### src/rtl/alu_pkg.sv
// alu_pkg: opcodes, FSM states and helpers shared by the ALU/mult-div pipeline
package alu_pkg;
   localparam logic [3:0] ALU_AND   = 4'b0000;
   localparam logic [3:0] ALU_OR    = 4'b0001;
   localparam logic [3:0] ALU_ADD   = 4'b0010;
   localparam logic [3:0] ALU_XOR   = 4'b0011;
   localparam logic [3:0] ALU_SLTU  = 4'b0100;
   localparam logic [3:0] ALU_NOR   = 4'b0101;
   localparam logic [3:0] ALU_SUB   = 4'b0110;
   localparam logic [3:0] ALU_SLT   = 4'b0111;
   localparam logic [3:0] ALU_SLL   = 4'b1000;
   localparam logic [3:0] ALU_SRL   = 4'b1001;
   localparam logic [3:0] ALU_SRA   = 4'b1010;
   localparam logic [3:0] ALU_RSV   = 4'b1011;
   localparam logic [3:0] ALU_MULT  = 4'b1100;
   localparam logic [3:0] ALU_MULTU = 4'b1101;
   localparam logic [3:0] ALU_DIV   = 4'b1110;
   localparam logic [3:0] ALU_DIVU  = 4'b1111;

   typedef enum logic [1:0] {ST_IDLE, ST_MUL, ST_DIV, ST_DONE} state_e;

   function automatic logic is_muldiv(input logic [3:0] ctrl);
      return ctrl[3] & ctrl[2];
   endfunction
endpackage

### src/rtl/alu_muldiv_seq.sv
// alu_muldiv_seq: iterative shift-add multiply / restoring divide on magnitudes with sign fix-up
module alu_muldiv_seq #(
   parameter int WIDTH = 32,
   parameter int SHW   = $clog2(WIDTH)
) (
   input  logic             clk,
   input  logic             rst_n,
   input  logic             start,
   input  logic [1:0]       op,
   input  logic [WIDTH-1:0] a,
   input  logic [WIDTH-1:0] b,
   output logic             done,
   output logic [WIDTH-1:0] hi,
   output logic [WIDTH-1:0] lo
);
   logic [2*WIDTH-1:0] p_q, p_d, mul_n, div_n, pneg;
   logic [WIDTH-1:0]   m_q, ma, mb, qn, rn;
   logic [WIDTH:0]     add_s, t, diff;
   logic [SHW-1:0]     cnt_q;
   logic               run_q, div_q, dz_q, neg_a_q, neg_b_q, sa, sb, dz;

   assign sa   = ~op[0] & a[WIDTH-1];
   assign sb   = ~op[0] & b[WIDTH-1];
   assign ma   = sa ? -a : a;
   assign mb   = sb ? -b : b;
   assign dz   = op[1] && b == '0;
   assign done = run_q && cnt_q == SHW'(WIDTH-1);

   // p_q holds {partial product, multiplier} for MUL and {remainder, quotient} for DIV
   always_comb begin
      add_s = {1'b0, p_q[2*WIDTH-1:WIDTH]} + {1'b0, m_q};
      mul_n = p_q[0] ? {add_s, p_q[WIDTH-1:1]} : {1'b0, p_q[2*WIDTH-1:1]};
      t     = p_q[2*WIDTH-1:WIDTH-1];
      diff  = t - {1'b0, m_q};
      div_n = diff[WIDTH] ? {t[WIDTH-1:0], p_q[WIDTH-2:0], 1'b0}
                          : {diff[WIDTH-1:0], p_q[WIDTH-2:0], 1'b1};
      p_d   = dz_q ? p_q : div_q ? div_n : mul_n;
      pneg  = -p_q;
      qn    = -p_q[WIDTH-1:0];
      rn    = -p_q[2*WIDTH-1:WIDTH];
      hi    = dz_q ? p_q[2*WIDTH-1:WIDTH]
            : div_q ? (neg_a_q ? rn : p_q[2*WIDTH-1:WIDTH])
            : (neg_a_q ^ neg_b_q) ? pneg[2*WIDTH-1:WIDTH] : p_q[2*WIDTH-1:WIDTH];
      lo    = dz_q ? p_q[WIDTH-1:0]
            : div_q ? ((neg_a_q ^ neg_b_q) ? qn : p_q[WIDTH-1:0])
            : (neg_a_q ^ neg_b_q) ? pneg[WIDTH-1:0] : p_q[WIDTH-1:0];
   end

   always_ff @(posedge clk or negedge rst_n) begin
      if (!rst_n) begin
         p_q     <= '0;
         m_q     <= '0;
         cnt_q   <= '0;
         run_q   <= 1'b0;
         div_q   <= 1'b0;
         dz_q    <= 1'b0;
         neg_a_q <= 1'b0;
         neg_b_q <= 1'b0;
      end else if (start) begin
         // a zero divisor skips the iterations and finishes after a single cycle
         p_q     <= dz ? {a, {WIDTH{1'b1}}} : {{WIDTH{1'b0}}, ma};
         m_q     <= mb;
         cnt_q   <= dz ? SHW'(WIDTH-1) : '0;
         run_q   <= 1'b1;
         div_q   <= op[1];
         dz_q    <= dz;
         neg_a_q <= sa;
         neg_b_q <= sb;
      end else if (run_q) begin
         p_q   <= p_d;
         cnt_q <= cnt_q + 1'b1;
         run_q <= !done;
      end
   end
endmodule

### src/rtl/alu_muldiv_pipe.sv
// alu_muldiv_pipe: registered single-cycle ALU plus iterative HI/LO mult/div behind a valid/ready handshake
module alu_muldiv_pipe
   import alu_pkg::*;
#(
   parameter int WIDTH = 32,
   parameter int SHW   = $clog2(WIDTH)
) (
   input  logic             clk,
   input  logic             rst_n,
   input  logic             in_valid,
   output logic             in_ready,
   input  logic [3:0]       alu_ctrl,
   input  logic [WIDTH-1:0] op_a,
   input  logic [WIDTH-1:0] op_b,
   input  logic [SHW-1:0]   shamt,
   output logic             out_valid,
   output logic [WIDTH-1:0] result,
   output logic             zero,
   output logic             overflow,
   output logic             hilo_we,
   output logic [WIDTH-1:0] hi,
   output logic [WIDTH-1:0] lo
);
   state_e           state_q, state_d;
   logic             accept, md_req, sc_req, seq_done, sc_valid_q, zero_q, ovf_q, ovf_d;
   logic [WIDTH-1:0] result_q, result_d, hi_q, lo_q, seq_hi, seq_lo, sum, dif;

   assign in_ready = state_q == ST_IDLE;
   assign accept   = in_valid && in_ready;
   assign md_req   = accept && is_muldiv(alu_ctrl);
   assign sc_req   = accept && !is_muldiv(alu_ctrl);
   assign sum      = op_a + op_b;
   assign dif      = op_a - op_b;

   always_comb begin
      result_d = '0;
      case (alu_ctrl)
         ALU_AND:  result_d = op_a & op_b;
         ALU_OR:   result_d = op_a | op_b;
         ALU_ADD:  result_d = sum;
         ALU_XOR:  result_d = op_a ^ op_b;
         ALU_SLTU: result_d = {{(WIDTH-1){1'b0}}, op_a < op_b};
         ALU_NOR:  result_d = ~(op_a | op_b);
         ALU_SUB:  result_d = dif;
         ALU_SLT:  result_d = {{(WIDTH-1){1'b0}}, $signed(op_a) < $signed(op_b)};
         ALU_SLL:  result_d = op_b << shamt;
         ALU_SRL:  result_d = op_b >> shamt;
         ALU_SRA:  result_d = $signed(op_b) >>> shamt;
         default:  result_d = '0;
      endcase
      ovf_d = (alu_ctrl == ALU_ADD && op_a[WIDTH-1] == op_b[WIDTH-1] && sum[WIDTH-1] != op_a[WIDTH-1])
           || (alu_ctrl == ALU_SUB && op_a[WIDTH-1] != op_b[WIDTH-1] && dif[WIDTH-1] != op_a[WIDTH-1]);
   end

   always_comb begin
      state_d = state_q;
      case (state_q)
         ST_IDLE: state_d = md_req ? (alu_ctrl[1] ? ST_DIV : ST_MUL) : ST_IDLE;
         ST_MUL,
         ST_DIV:  state_d = seq_done ? ST_DONE : state_q;
         default: state_d = ST_IDLE;
      endcase
   end

   alu_muldiv_seq #(.WIDTH(WIDTH), .SHW(SHW)) u_seq (
      .clk   (clk),
      .rst_n (rst_n),
      .start (md_req),
      .op    (alu_ctrl[1:0]),
      .a     (op_a),
      .b     (op_b),
      .done  (seq_done),
      .hi    (seq_hi),
      .lo    (seq_lo)
   );

   always_ff @(posedge clk or negedge rst_n) begin
      if (!rst_n) begin
         state_q    <= ST_IDLE;
         sc_valid_q <= 1'b0;
         result_q   <= '0;
         zero_q     <= 1'b0;
         ovf_q      <= 1'b0;
         hi_q       <= '0;
         lo_q       <= '0;
      end else begin
         state_q    <= state_d;
         sc_valid_q <= sc_req;
         if (sc_req) begin
            result_q <= result_d;
            zero_q   <= result_d == '0;
            ovf_q    <= ovf_d;
         end
         if (state_q == ST_DONE) begin
            hi_q <= seq_hi;
            lo_q <= seq_lo;
         end
      end
   end

   // DONE presents the fixed-up result directly so the pulse lands one cycle after the last iteration
   assign hilo_we   = state_q == ST_DONE;
   assign out_valid = sc_valid_q | hilo_we;
   assign result    = result_q;
   assign zero      = zero_q;
   assign overflow  = ovf_q;
   assign hi        = hilo_we ? seq_hi : hi_q;
   assign lo        = hilo_we ? seq_lo : lo_q;
endmodule

### config.mk
export PLATFORM = sky130hd
export DESIGN_NAME = alu_muldiv_pipe
export DESIGN_NICKNAME = d
export VERILOG_FILES = /design/src/rtl/alu_pkg.sv /design/src/rtl/alu_muldiv_seq.sv /design/src/rtl/alu_muldiv_pipe.sv
export SDC_FILE = /design/constraint.sdc
export NUM_CORES = 1
export LEC_CHECK = 0
export BUFFER_PORTS_ARGS = -buffer_cell sky130_fd_sc_hd__buf_2
export CELL_PAD_IN_SITES_DETAIL_PLACEMENT = 1
export CELL_PAD_IN_SITES_GLOBAL_PLACEMENT = 1
export CORE_ASPECT_RATIO = 0.7
export CORE_MARGIN = 2
export CORE_UTILIZATION = 42
export DETAILED_ROUTE_END_ITERATION = 12
export HOLD_SLACK_MARGIN = 0.02
export PLACE_DENSITY_LB_ADDON = 0.25
export SYNTH_ARGS = -nofsm -noshare
export SYNTH_HDL_FRONTEND = slang
export SYNTH_SLANG_ARGS = --single-unit
### constraint.sdc
create_clock -name clk -period 3.5 [get_ports clk]
set_input_delay 0.525 -clock clk [delete_from_list [all_inputs] [get_ports clk]]
set_output_delay 0.525 -clock clk [all_outputs]
set_load 0.02 [all_outputs]
==> results of run 1 <==
synth_stat cells, types with 27 or more instances:
library cell | count | area (um2)
o31ai_1 | 30 | 225.2
nand2_1 | 299 | 1122
xnor2_1 | 137 | 1200
mux2i_1 | 73 | 730.7
a22oi_1 | 31 | 232.7
a31oi_1 | 61 | 381.6
nor3_1 | 74 | 370.4
o21ai_1 | 29 | 145.1
or3_1 | 28 | 175.2
xor2_1 | 51 | 446.7
o211ai_1 | 37 | 277.8
o21a_1 | 30 | 225.2
a21oi_1 | 301 | 1506
dfrtp_1 | 207 | 5180
clkbuf_1 | 199 | 747.0
inv_1 | 168 | 630.6
o21ai_0 | 207 | 1036
mux4_2 | 46 | 1036
a211oi_1 | 32 | 240.2
a221oi_1 | 44 | 385.4
buf_2 | 35 | 175.2
a21o_1 | 71 | 533.0
nor4_1 | 32 | 200.2
nand2b_1 | 27 | 168.9
ha_1 | 178 | 2227
nand3_1 | 83 | 415.4
o221ai_1 | 27 | 236.5
nor2_1 | 331 | 1242
mux2_2 | 28 | 315.3
metrics by stage:
step                hold WS (ns)  cells  util [%]  setup slack [ns]
detailed placement        0.4625   5083     57.32            -1.034
floorplan                 0.2294   3357         -          -0.09347
CTS                       0.4189   5215     62.62           -0.8054
global placement          0.4596   5083     57.32           -0.9503
cells by family after synthesis:
family | share of synthesized area [%]
AO/OA/AOI/OAI | 30.43
XOR/XNOR | 6.416
adder cells (fa/ha/maj) | 8.991
buffers and inverters | 6.816
flip-flops | 20.19
multiplexers | 8.332
AND/OR/NAND/NOR | 18.83
what timing repair did:
action	CTS
resized for setup	353
endpoints found under the setup margin	90
hold buffers	1
pin swaps	126
cloned	3
setup buffers	85
endpoints found under the hold margin	31
layer usage:
layer	GRT overflow	track usage (%)
met1	0	77.60
met2	9	87.79
met3	4	56.55
met4	14	63.22
met5	1	32.72
==> summary.txt, run 1 <==
Logic synthesis
  • FF+latch count, synth: 207
  • Mapped Area: 0.02566 mm2
  • Number of synthesized flops with an enable pin: 0
  • Yosys cell types: 102
  • Post-synthesis net count: 3615
  • Async S/R FF share, synth: 100.0%
  • Yosys warning count: 0
  • Post-Syn Area per Cell: 7.644 um2
  • Syn Inst Count: 3357
  • Ys flop type: dfrtp_1
  • Sequential element share of the synthesized area: 20.19%

CTS
  • CTS max path bufs: 3
  • Root Driver: clkbuf_16
  • CTS Buf Count: 26
  • Clock sink total: 207
  • H-tree depth: 1

Outcome
  • Fail Step: global routing
  • Status: did not finish
  • Stop Error: [ERROR GRT-0232] Routing congestion too high. Check the congestion heatmap in the GUI.

Floorplan
  • Num rows: 75
  • Ports: 177
  • DIE HEIGHT: 210.8 um
  • Initial Util: 42.66%
  • Die W: 299.4 um

Timing
  • Critical endpoint after global-route timing repair: hi[21]
  • Worst EP kind: primary output

Place
  • Hpwl dp: 131400 um
  • Area post-placement: 0.03448 mm2
  • GP Congestion: 1.141
  • Port Buf Inserts: 176

GRT
  • GR Overflow Total: 28
  • GRT Util Overall: 72.72%
  • Largest net degree at the start of global routing: 86
==> run 2, diff against run 1 <==
- CELL_PAD_IN_SITES_DETAIL_PLACEMENT: 1 -> unset
- CELL_PAD_IN_SITES_GLOBAL_PLACEMENT: 1 -> unset
- CORE_ASPECT_RATIO: 0.7 -> unset
- CORE_UTILIZATION: 42 -> 40
- HOLD_SLACK_MARGIN: 0.02 -> unset
- PLACE_DENSITY_LB_ADDON: 0.25 -> 0.15
- clock period: 3.5 -> 4.5 ns (I/O delays scaled with it)
==> run 2 against run 1 <==
Against the previous run:
- the flow now finishes, with violations (setup timing)
- synthesized cell count did not move
- synthesized area did not move
==> summary.txt, run 2 <==
CTS
  • Clock transition at path regs: 0.07 ns
  • Hold Buf Count CTS: 0 (-1)
  • Worst-Skew Late Latency: 0.60 ns
  • Root Driver: clkbuf_16
  • CTS tree: done
  • H-tree depth: 1 (unchanged)
  • CTS max path bufs: 3 (unchanged)
  • CTS Buf Count: 27 (+3.8%)
  • Clock sink total: 207 (unchanged)

GRT
  • Largest net degree at the start of global routing: 105
  • GRT Util Overall: 39.69%
  • Initial antenna violation count: 3
  • GR Overflow Total: 0
  • Wire length of the first global-routing pass: 197500 um
  • Vias in the first global route: 29250

Timing
  • Fmax: 217.1 MHz
  • Hold Fails Final Rpt: 0
  • Final Skew: 0.01768 ns
  • Unrepaired setup endpoints after global routing: yes
  • Rel. slew slack: 9.702%
  • Crit path time final: 4.607 ns
  • Fin. max-slew vios: 0
  • Worst-Margin Slew: 1.336 ns
  • Crit share post-route: 102.4%
  • Final worst slack: -0.1071 ns
  • Endpoints failing setup: 1

Power and ir drop
  • Clock share of power: 14.6%
  • Peak supply drop: 0.3634 mV
  • Internal power: 7726 uW
  • Switching Share: 49.34%
  • Part of the power in registers: 20.8%
  • Leak: 0.01410 uW
  • P per Cell Area: 479.2 mW/mm2
  • Total power: 15250 uW
  • Combinational share of power: 64.6%
  • Sw Pwr: 7525 uW

Final layout
  • Reg area: 0.005189 mm2
  • Fraction of layout cells with a size suffix above 1: 24.22%
  • Most frequent cells in the layout: buf_4, nor2_1, nand2_1, a21oi_1, o21ai_0
  • Largest register FFs: 64
  • Finished Cell Area: 0.03183 mm2
  • Total Nets Final: 4080
  • Filler Cells Inserted: 6360
  • N_diodes: 0
  • Commonest non-fill, non-tap cell in the layout: buf_4
  • Layout area overhead: 24.03%
  • Multi-input logic area: 0.01905 mm2
  • Final Instance Count excl. Fillers: 4686
  • Largest Register: u_seq.p_q

Worst setup path
  • CP max stage delay: 0.58 ns
  • Worst setup SP type: register
  • Most used cell, CP: a21oi_2
  • Slowest cell on crit path: or4_4
  • Critical path peak fanout: 6
  • CP required: 3.83 ns
  • Critical path arrival: 3.93 ns
  • CP cell instances: or4_4 -> nor4_4 -> nand4_4 -> nor2_4 -> a21oi_2 -> or2_4 -> buf_6 -> o22a_1 -> o41ai_2 -> xnor2_1 -> a21oi_2 -> buf_4
  • Crit. End Element: primary output
  • Critical setup path kind: reg2out

Drt
  • Routed WL per cell: 28.92 um
  • Vias per cell: 6.463
  • Pre-Repair DR Iteration Count: 6
  • Drc violations: 0
  • WL final: 135500 um
  • Initial drt markers: 3413
  • Post-route ant nets: 0
  • Via count: 30290

Place
  • Post-placement cell count: 4623 (-9.0%)
  • Hpwl dp: 109800 um (-16%)
  • Area post-placement: 0.03057 mm2 (-11%)
  • Port Buf Inserts: 176 (unchanged)
  • GP Congestion: 1.060 (-7.1%)

Hold path
  • Min-delay worst type: in2async

Floorplan
  • Die ar.: 0.06620 mm2
  • Core area: 0.06320 mm2
  • Num rows: 92 (+23%)
  • Ports: 177 (unchanged)
  • Die W: 257.3 um (-14%)
  • DIE HEIGHT: 257.3 um (+22%)
  • Initial Util: 40.61% (-2.1 points)

Logic synthesis
  • Mapped Area: 0.02566 mm2 (unchanged)
  • Dominant cells by area after synthesis: dfrtp_1, ha_1, a21oi_1, nor2_1, xnor2_1
  • Top cell type's share of synthesized area: 20.19% (unchanged)
  • Ys flop type: dfrtp_1
  • Post-Syn Area per Cell: 7.644 um2 (unchanged)
  • Async S/R FF share, synth: 100.0% (unchanged)
  • FF+latch count, synth: 207 (unchanged)
  • Syn Inst Count: 3357 (unchanged)
  • Number of synthesized flops with an enable pin: 0 (unchanged)
  • Most numerous cell in the Yosys netlist: nor2_1
  • Yosys warning count: 0 (unchanged)
  • Synth cell count leaders: nor2_1, a21oi_1, nand2_1, dfrtp_1, o21ai_0
  • Yosys cell types: 102 (unchanged)
  • Synth area leader: dfrtp_1
  • Post-synthesis net count: 3615 (unchanged)
  • Sequential element share of the synthesized area: 20.19% (unchanged)

Outcome
  • Status: finished, violations left
  • Violated checks: setup timing

Flow run
  • Max-Cap Viols: 0
-- run 2: cell counts after synthesis --
Identical to the previous run, type by type.
-- run 2: power groups by stage --
| stage | Clock, uW | Combinational [uW] | Sequential (uW) |
|---|---|---|---|
| after CTS | 2270 | 9570 | 3120 |
| after detailed placement | 0 | 9450 | 3140 |
| after floorplan | 0 | 6370 | 2920 |
| after global placement | 0 | 9300 | 3120 |
| final | 2230 | 9850 | 3170 |
| after global routing | 2330 | 10600 | 3230 |
-- run 2: path summary, 6_finish.rpt --
kind,startpoint,end,slack (ns),cells after the start
min in group clk,result[20],result[20],0.48,2
min,rst_n,u_seq.p_q[53],0.1,1
max,u_seq.p_q[10],hi[21],-0.11,12
min reg2reg,result[20],result[20],0.48,2
max reg2reg,u_seq.p_q[37],u_seq.p_q[57],0.22,12
max in group asynchronous,rst_n,result[13],3.11,2
-- run 2: cells by family after synthesis --
| kind of cell | count (synthesis) | synth area share, % |
|---|---|---|
| buffers and inverters | 436 | 6.816 |
| flip-flops | 207 | 20.19 |
| AO/OA/AOI/OAI | 1164 | 30.43 |
| multiplexers | 152 | 8.332 |
| adder cells (fa/ha/maj) | 182 | 8.991 |
| AND/OR/NAND/NOR | 1028 | 18.83 |
| XOR/XNOR | 188 | 6.416 |
-- run 2: layout make-up --
class | instances | area share, %
Multi-Input combinational cell | 2714 | 59.86
Sequential cell | 207 | 16.30
Timing Repair Buffer | 698 | 15.67
Tap cell | 846 | 3.326
Clock buffer | 36 | 2.418
Inverter | 174 | 2.052
Clock inverter | 11 | 0.3774
-- run 2: timing repair --
action,4_1_cts,5_1_grt
pin swaps,7,17
gates resized for setup,25,33
setup endpoints to repair,14,17
setup buffers,3,13
-- run 2: worst max-delay path, delay by kind of cell, from the launching register on --
kind | cells | cell delay [ns]
buf+inv | 2 | 0.30
compound gates | 4 | 0.80
xor+xnor | 1 | 0.13
simple gates | 5 | 1.65
flops | 1 | 0.45
-- run 2: routing by layer --
metal | up-vias | track usage, % | routed length (um)
li1 | 13370 | - | -
met1 | 14700 | 50.17 | 52580
met2 | 1817 | 62.77 | 60000
met3 | 400 | 6.087 | 11770
met4 | 2 | 26.22 | 11160
met5 | - | 0 | 13
-- run 2: stage by stage --
stage               hold WS, ns  worst slack (ns)  utilization, %  TNS [ns]
floorplan                0.3794            0.5192               -         0
global placement         0.4562           -0.3431           48.37   -0.3431
detailed placement       0.4575           -0.4179           48.37   -0.4179
CTS                      0.1701          -0.06346           49.97  -0.07318
global route             0.1518           -0.2563           50.36    -1.028
finish                  0.09637           -0.1071           50.36   -0.1071
Note: power is estimated with default switching activity, not from simulation.
